$ cat config.mk
export PLATFORM = sky130hd
export DESIGN_NAME = regfile_arb
export DESIGN_NICKNAME = d
export VERILOG_FILES = /design/src/rtl/regfile_pkg.sv /design/src/rtl/rr_pick2.sv /design/src/rtl/regfile_arb.sv
export SDC_FILE = /design/constraint.sdc
export NUM_CORES = 1
export LEC_CHECK = 0
export CAP_MARGIN = 10
export CORE_MARGIN = 1
export CORE_UTILIZATION = 41
export CTS_CLUSTER_DIAMETER = 80
export DETAILED_ROUTE_END_ITERATION = 12
export HOLD_SLACK_MARGIN = 0.1
export PLACE_DENSITY = 0.79
export RECOVER_POWER = 100
export SLEW_MARGIN = 20
export SYNTH_ARGS = -nofsm -noshare
export SYNTH_HDL_FRONTEND = slang
export SYNTH_SLANG_ARGS = --single-unit
$ cat constraint.sdc
create_clock -name clk -period 3.8 [get_ports clk]
set_clock_uncertainty 0.2 [all_clocks]
set_input_delay 0.57 -clock clk [delete_from_list [all_inputs] [get_ports clk]]
set_output_delay 0.57 -clock clk [all_outputs]
set_load 0.01 [all_outputs]
$ cat src/rtl/regfile_pkg.sv
// Shared definitions for the register-file write arbiter.
//   state_e         : arbiter FSM states (idle, step read, step write)
//   TRAP/ALU/STP    : requester indices into the grant vector
//   RegSp/RegPc     : register numbers that always step by a full word
package regfile_pkg;

  typedef enum logic [1:0] {
    StIdle  = 2'd0,
    StStpRd = 2'd1,
    StStpWr = 2'd2
  } state_e;

  localparam int unsigned TRAP   = 0;
  localparam int unsigned ALU    = 1;
  localparam int unsigned STP    = 2;
  localparam int unsigned NumReq = 3;

  localparam int unsigned RegSp = 6;
  localparam int unsigned RegPc = 7;

endpackage

$ cat src/rtl/rr_pick2.sv
// Fixed-priority plus two-way round-robin selector.
//   hi_req        : highest-priority request, always wins when present
//   req_a / req_b : round-robin pair
//   prefer_b      : 0 = a preferred on a tie, 1 = b preferred
//   gnt_hi/a/b    : one-hot (or all zero) selection, purely combinational
module rr_pick2 (
  input  logic hi_req,
  input  logic req_a,
  input  logic req_b,
  input  logic prefer_b,
  output logic gnt_hi,
  output logic gnt_a,
  output logic gnt_b
);

  always_comb begin
    gnt_hi = hi_req;
    gnt_a  = 1'b0;
    gnt_b  = 1'b0;
    if (!hi_req) begin
      if (req_a && (!prefer_b || !req_b)) begin
        gnt_a = 1'b1;
      end else if (req_b) begin
        gnt_b = 1'b1;
      end
    end
  end

endmodule

$ cat src/rtl/regfile_arb.sv
// Write-port arbiter in front of an external register file.
//   clk, reset                     : clock, asynchronous active-high reset
//   trap_req/reg/data, trap_gnt    : trap vector load, fixed highest priority
//   alu_req/reg/data, alu_gnt      : ALU writeback, single-cycle write
//   stp_req/reg/dec/byte, stp_gnt  : autoinc/autodec, read-modify-write over two cycles
//   rd_sela, rd_selb, rd_b_ok      : datapath read selects; rd_b_ok flags B-bus ownership
//   rf_sela/selb/we/w, rf_b        : register file connection
//   busy                           : a step sequence is in progress
module regfile_arb
  import regfile_pkg::*;
#(
  parameter int unsigned WIDTH = 16,
  parameter int unsigned SELW  = 3
) (
  input  logic             clk,
  input  logic             reset,
  input  logic             trap_req,
  input  logic [SELW-1:0]  trap_reg,
  input  logic [WIDTH-1:0] trap_data,
  output logic             trap_gnt,
  input  logic             alu_req,
  input  logic [SELW-1:0]  alu_reg,
  input  logic [WIDTH-1:0] alu_data,
  output logic             alu_gnt,
  input  logic             stp_req,
  input  logic [SELW-1:0]  stp_reg,
  input  logic             stp_dec,
  input  logic             stp_byte,
  output logic             stp_gnt,
  input  logic [SELW-1:0]  rd_sela,
  input  logic [SELW-1:0]  rd_selb,
  output logic             rd_b_ok,
  output logic [SELW-1:0]  rf_sela,
  output logic [SELW-1:0]  rf_selb,
  output logic             rf_we,
  output logic [WIDTH-1:0] rf_w,
  input  logic [WIDTH-1:0] rf_b,
  output logic             busy
);

  state_e           state_q, state_d;
  logic             ptr_q, ptr_d;  // 0: ALU preferred, 1: STP preferred
  logic [WIDTH-1:0] temp_q, temp_d;

  logic             pick_trap, pick_alu, pick_stp;
  logic [NumReq-1:0] gnt;
  logic             word_only;
  logic [WIDTH-1:0] delta;
  logic [WIDTH-1:0] step_sum;

  rr_pick2 u_pick (
    .hi_req   (trap_req),
    .req_a    (alu_req),
    .req_b    (stp_req),
    .prefer_b (ptr_q),
    .gnt_hi   (pick_trap),
    .gnt_a    (pick_alu),
    .gnt_b    (pick_stp)
  );

  // SP and PC must stay word aligned, so byte steps are widened for them.
  assign word_only = (stp_reg == SELW'(RegSp)) || (stp_reg == SELW'(RegPc));
  assign delta     = (stp_byte && !word_only) ? WIDTH'(1) : WIDTH'(2);
  assign step_sum  = stp_dec ? (temp_q - delta) : (temp_q + delta);

  always_comb begin
    state_d = state_q;
    ptr_d   = ptr_q;
    temp_d  = temp_q;
    rf_selb = rd_selb;
    rf_we   = 1'b0;
    rf_w    = '0;
    gnt     = '0;

    unique case (state_q)
      StIdle: begin
        if (pick_trap) begin
          rf_selb   = trap_reg;
          rf_w      = trap_data;
          rf_we     = 1'b1;
          gnt[TRAP] = 1'b1;
        end else if (pick_alu) begin
          rf_selb  = alu_reg;
          rf_w     = alu_data;
          rf_we    = 1'b1;
          gnt[ALU] = 1'b1;
          ptr_d    = 1'b1;
        end else if (pick_stp) begin
          rf_selb = stp_reg;
          state_d = StStpRd;
          ptr_d   = 1'b0;
        end
      end
      StStpRd: begin
        rf_selb = stp_reg;
        temp_d  = rf_b;
        state_d = StStpWr;
      end
      StStpWr: begin
        rf_selb  = stp_reg;
        rf_w     = step_sum;
        rf_we    = 1'b1;
        gnt[STP] = 1'b1;
        state_d  = StIdle;
      end
      default: state_d = StIdle;
    endcase

    // Grants are combinational from the requests; hold them off during reset.
    if (reset) begin
      rf_we = 1'b0;
      gnt   = '0;
    end
  end

  always_ff @(posedge clk or posedge reset) begin
    if (reset) begin
      state_q <= StIdle;
      ptr_q   <= 1'b0;
      temp_q  <= '0;
    end else begin
      state_q <= state_d;
      ptr_q   <= ptr_d;
      temp_q  <= temp_d;
    end
  end

  assign trap_gnt = gnt[TRAP];
  assign alu_gnt  = gnt[ALU];
  assign stp_gnt  = gnt[STP];
  assign rf_sela  = rd_sela;
  assign rd_b_ok  = (rf_selb == rd_selb);
  assign busy     = (state_q != StIdle);

endmodule

==> run metrics <==
post-DR wirelength/cell=15.0 um; Core Util, Final=68.7%; Yosys top cell by area=dfrtp_1; CP Data Required Time=3.03 ns; power density cells=669 mW/mm^2; final WL=6040 um; number of synthesized flops with an enable pin=0; Clock transition at path regs=0.06 ns; worst slew pin tran=0.991 ns; vias per cell=5.39; Clock H-tree levels=1; CP Launch Type=input pin; Synth async-reset ratio=100%; GP Congestion=0.844; total gr overflow=0; Initial Util=42.6%; max-cap viol count=0; crit path capture type=primary output; Leakage=0.00145 uW; Final Setup Violations=0; pre-CTS worst setup slack=-0.523 ns; worst hold path class=flop to flop; die height=71.8 um; Clk Latency, worst-skew pair=0.25 ns; met1 GRT Util=34.0%; sequential share of the synthesized area=23.8%; Final Hold Vio Count=0; Syn-to-layout area delta=61.4%; synthesized area=0.00200 mm^2; Num CTS Buffers=3; DRC Markers=0; Worst Hold Margin=0.312 ns; I/O pin count=98; Cell Area, Placed=0.00314 mm^2; hpwl dp=4820 um; pin count of the biggest net entering global routing=20; CP Cell Sequence=clkdlybuf4s50_1 > nor2b_1 > a31o_2 > a221o_1 > a21oi_2 > o221ai_1 > a21oi_1 > clkdlybuf4s50_1; Synth top area share=23.8%; FF+latch count, synth=19; Worst R2R Setup Slack=1.92 ns; Crit path largest cell delay=0.58 ns; Nets=441; TritonCTS Sinks=19; maximum clock insertion buffer count=2; Core Region=0.00469 mm^2; worst rel slew slack=33.9%; library cells used by synthesis=51; CP arrival=2.93 ns; CTS tree=done; initial antenna violation count=0; ranking of synthesized cells by area=dfrtp_1 24%, ha_1 13%, mux2_2 9.6%; Synth Warn #=0; first-pass GRT wire length=9540 um; vias=2172; Critical-path top delay cell=clkdlybuf4s50_1; antenna-violating nets left=0; syn nets=322; Antenna Diode Count=0; Gate Count Post-Synth=231; initial drt markers=113; layout cell share with drive strength beyond 1=19.5%; Slew Limit Fails=0; Top FF cell, synth=dfrtp_1; fmax=271 MHz; gr usage total=23.3%; critical path's top delay family=buffers and inverters; peak supply drop=465 uV; Site Rows=25; fin area=0.00322 mm^2; GR Util met2=34.9%; critical path peak fanout=6; Port Buf Inserts=91; outcome=complete, no violations; Post-Synthesis Mean Instance Area=8.65 um^2; Chip Width=71.8 um; most frequent cell after synthesis=a21oi_1; total power=2160 uW; most used cell, CP=clkdlybuf4s50_1; commonest cells in the netlist=22 x a21oi_1, 20 x ha_1, 19 x dfrtp_1, 18 x inv_1, 17 x mux2_2; Global Route met3 Usage=3.66%; final worst-path cycle share=97.3%; Setup WS post-layout=0.103 ns; DIE AREA=0.00516 mm^2; Root Buffer=clkbuf_8; Setup CP Type=input pin to primary output; vias in the first global route=1998; gr busiest metal=met2; Tmin final=3.70 ns; CP Buf/Inv Count=2; first-pass iteration count of the detailed router=5
per-stage QoR:
stage               setup TNS, ns  std cells
global placement            -3.82        394
finish                          0        403
CTS                      -0.00162        402
floorplan                       0        231
detailed placement          -4.81        394
global route              -0.0367        403
placed cells by master (no fill, tap or decap), types with 3 or more instances in the layout:
| cell | netlist | layout |
|---|---|---|
| clkdlybuf4s50_1 | 0 | 66 |
| buf_4 | 3 | 30 |
| a21oi_1 | 22 | 19 |
| ha_1 | 20 | 19 |
| dfrtp_1 | 19 | 19 |
| inv_1 | 18 | 18 |
| mux2_2 | 17 | 17 |
| o21ai_0 | 16 | 15 |
| nand2_1 | 14 | 14 |
| nor2_1 | 12 | 12 |
| xor2_1 | 8 | 8 |
| dlygate4sd3_1 | 0 | 8 |
| a22oi_1 | 7 | 7 |
| clkbuf_1 | 6 | 7 |
| dlygate4sd2_1 | 0 | 7 |
| a222oi_1 | 5 | 5 |
| o21a_1 | 5 | 5 |
| xnor2_1 | 5 | 5 |
| nand2b_1 | 4 | 4 |
| a221o_1 | 4 | 4 |
| a21oi_2 | 1 | 4 |
| o21ai_1 | 3 | 4 |
| o31ai_1 | 4 | 3 |
| clkbuf_8 | 0 | 3 |
timing repair:
action                                  CTS  global route
setup buffers                             4             1
endpoints found under the setup margin   14            14
hold buffers                              0             0
pin swaps                                 6            13
resized for setup                        36            17
routing by layer:
metal | vias to the layer above | routed length (um) | share of wire, %
met5 | - | 0 | 0
met4 | 0 | 70 | 1.2
met3 | 4 | 365 | 6.0
met2 | 79 | 2690 | 44
met1 | 995 | 2920 | 48
li1 | 1094 | - | -
registers in the layout (all words and copies together), names as in the netlist:
register,cells
state_q,2
ptr_q,1
temp_q,16
cells by family (layout without fill, tap and decap cells):
| logic type | after synthesis | after routing | share of synthesized area, % |
|---|---|---|---|
| buf+inv | 30 | 148 | 6.64 |
| fa+ha+maj | 21 | 21 | 13.5 |
| xor+xnor | 13 | 13 | 5.70 |
| simple gates | 41 | 41 | 9.89 |
| mux | 18 | 18 | 10.1 |
| flops | 19 | 19 | 23.8 |
| compound gates | 89 | 89 | 30.4 |
final cells by class:
class / count / area [um^2]
timing repair buffer: 126 / 1130
clock buffer: 4 / 45.0
sequential: 19 / 475
multi-input combinational: 182 / 1440
tap: 54 / 67.6
inverter: 18 / 67.6
fill: 401 / 1470
where the power goes:
group | total [uW] | switching, uW | internal [uW]
sequential | 379 | 74.7 | 304
clock | 135 | 60.3 | 74.3
combinational | 1640 | 785 | 859
total | 2160 | 920 | 1240
path summary, 6_finish.rpt:
check / startpoint / end / depth (start not counted)
min reg2reg: temp_q[12]$_DFFE_PP0N_ / temp_q[12]$_DFFE_PP0N_ / 1
max reg2reg: state_q[1]$_DFFE_PP0P_ / temp_q[11]$_DFFE_PP0N_ / 3
min in group asynchronous: reset / temp_q[0]$_DFFE_PP0N_ / 3
max in group asynchronous: reset / temp_q[14]$_DFFE_PP0N_ / 3
min: temp_q[12]$_DFFE_PP0N_ / temp_q[12]$_DFFE_PP0N_ / 1
max: trap_req / rd_b_ok / 8
Note: power is estimated with default switching activity, not from simulation.
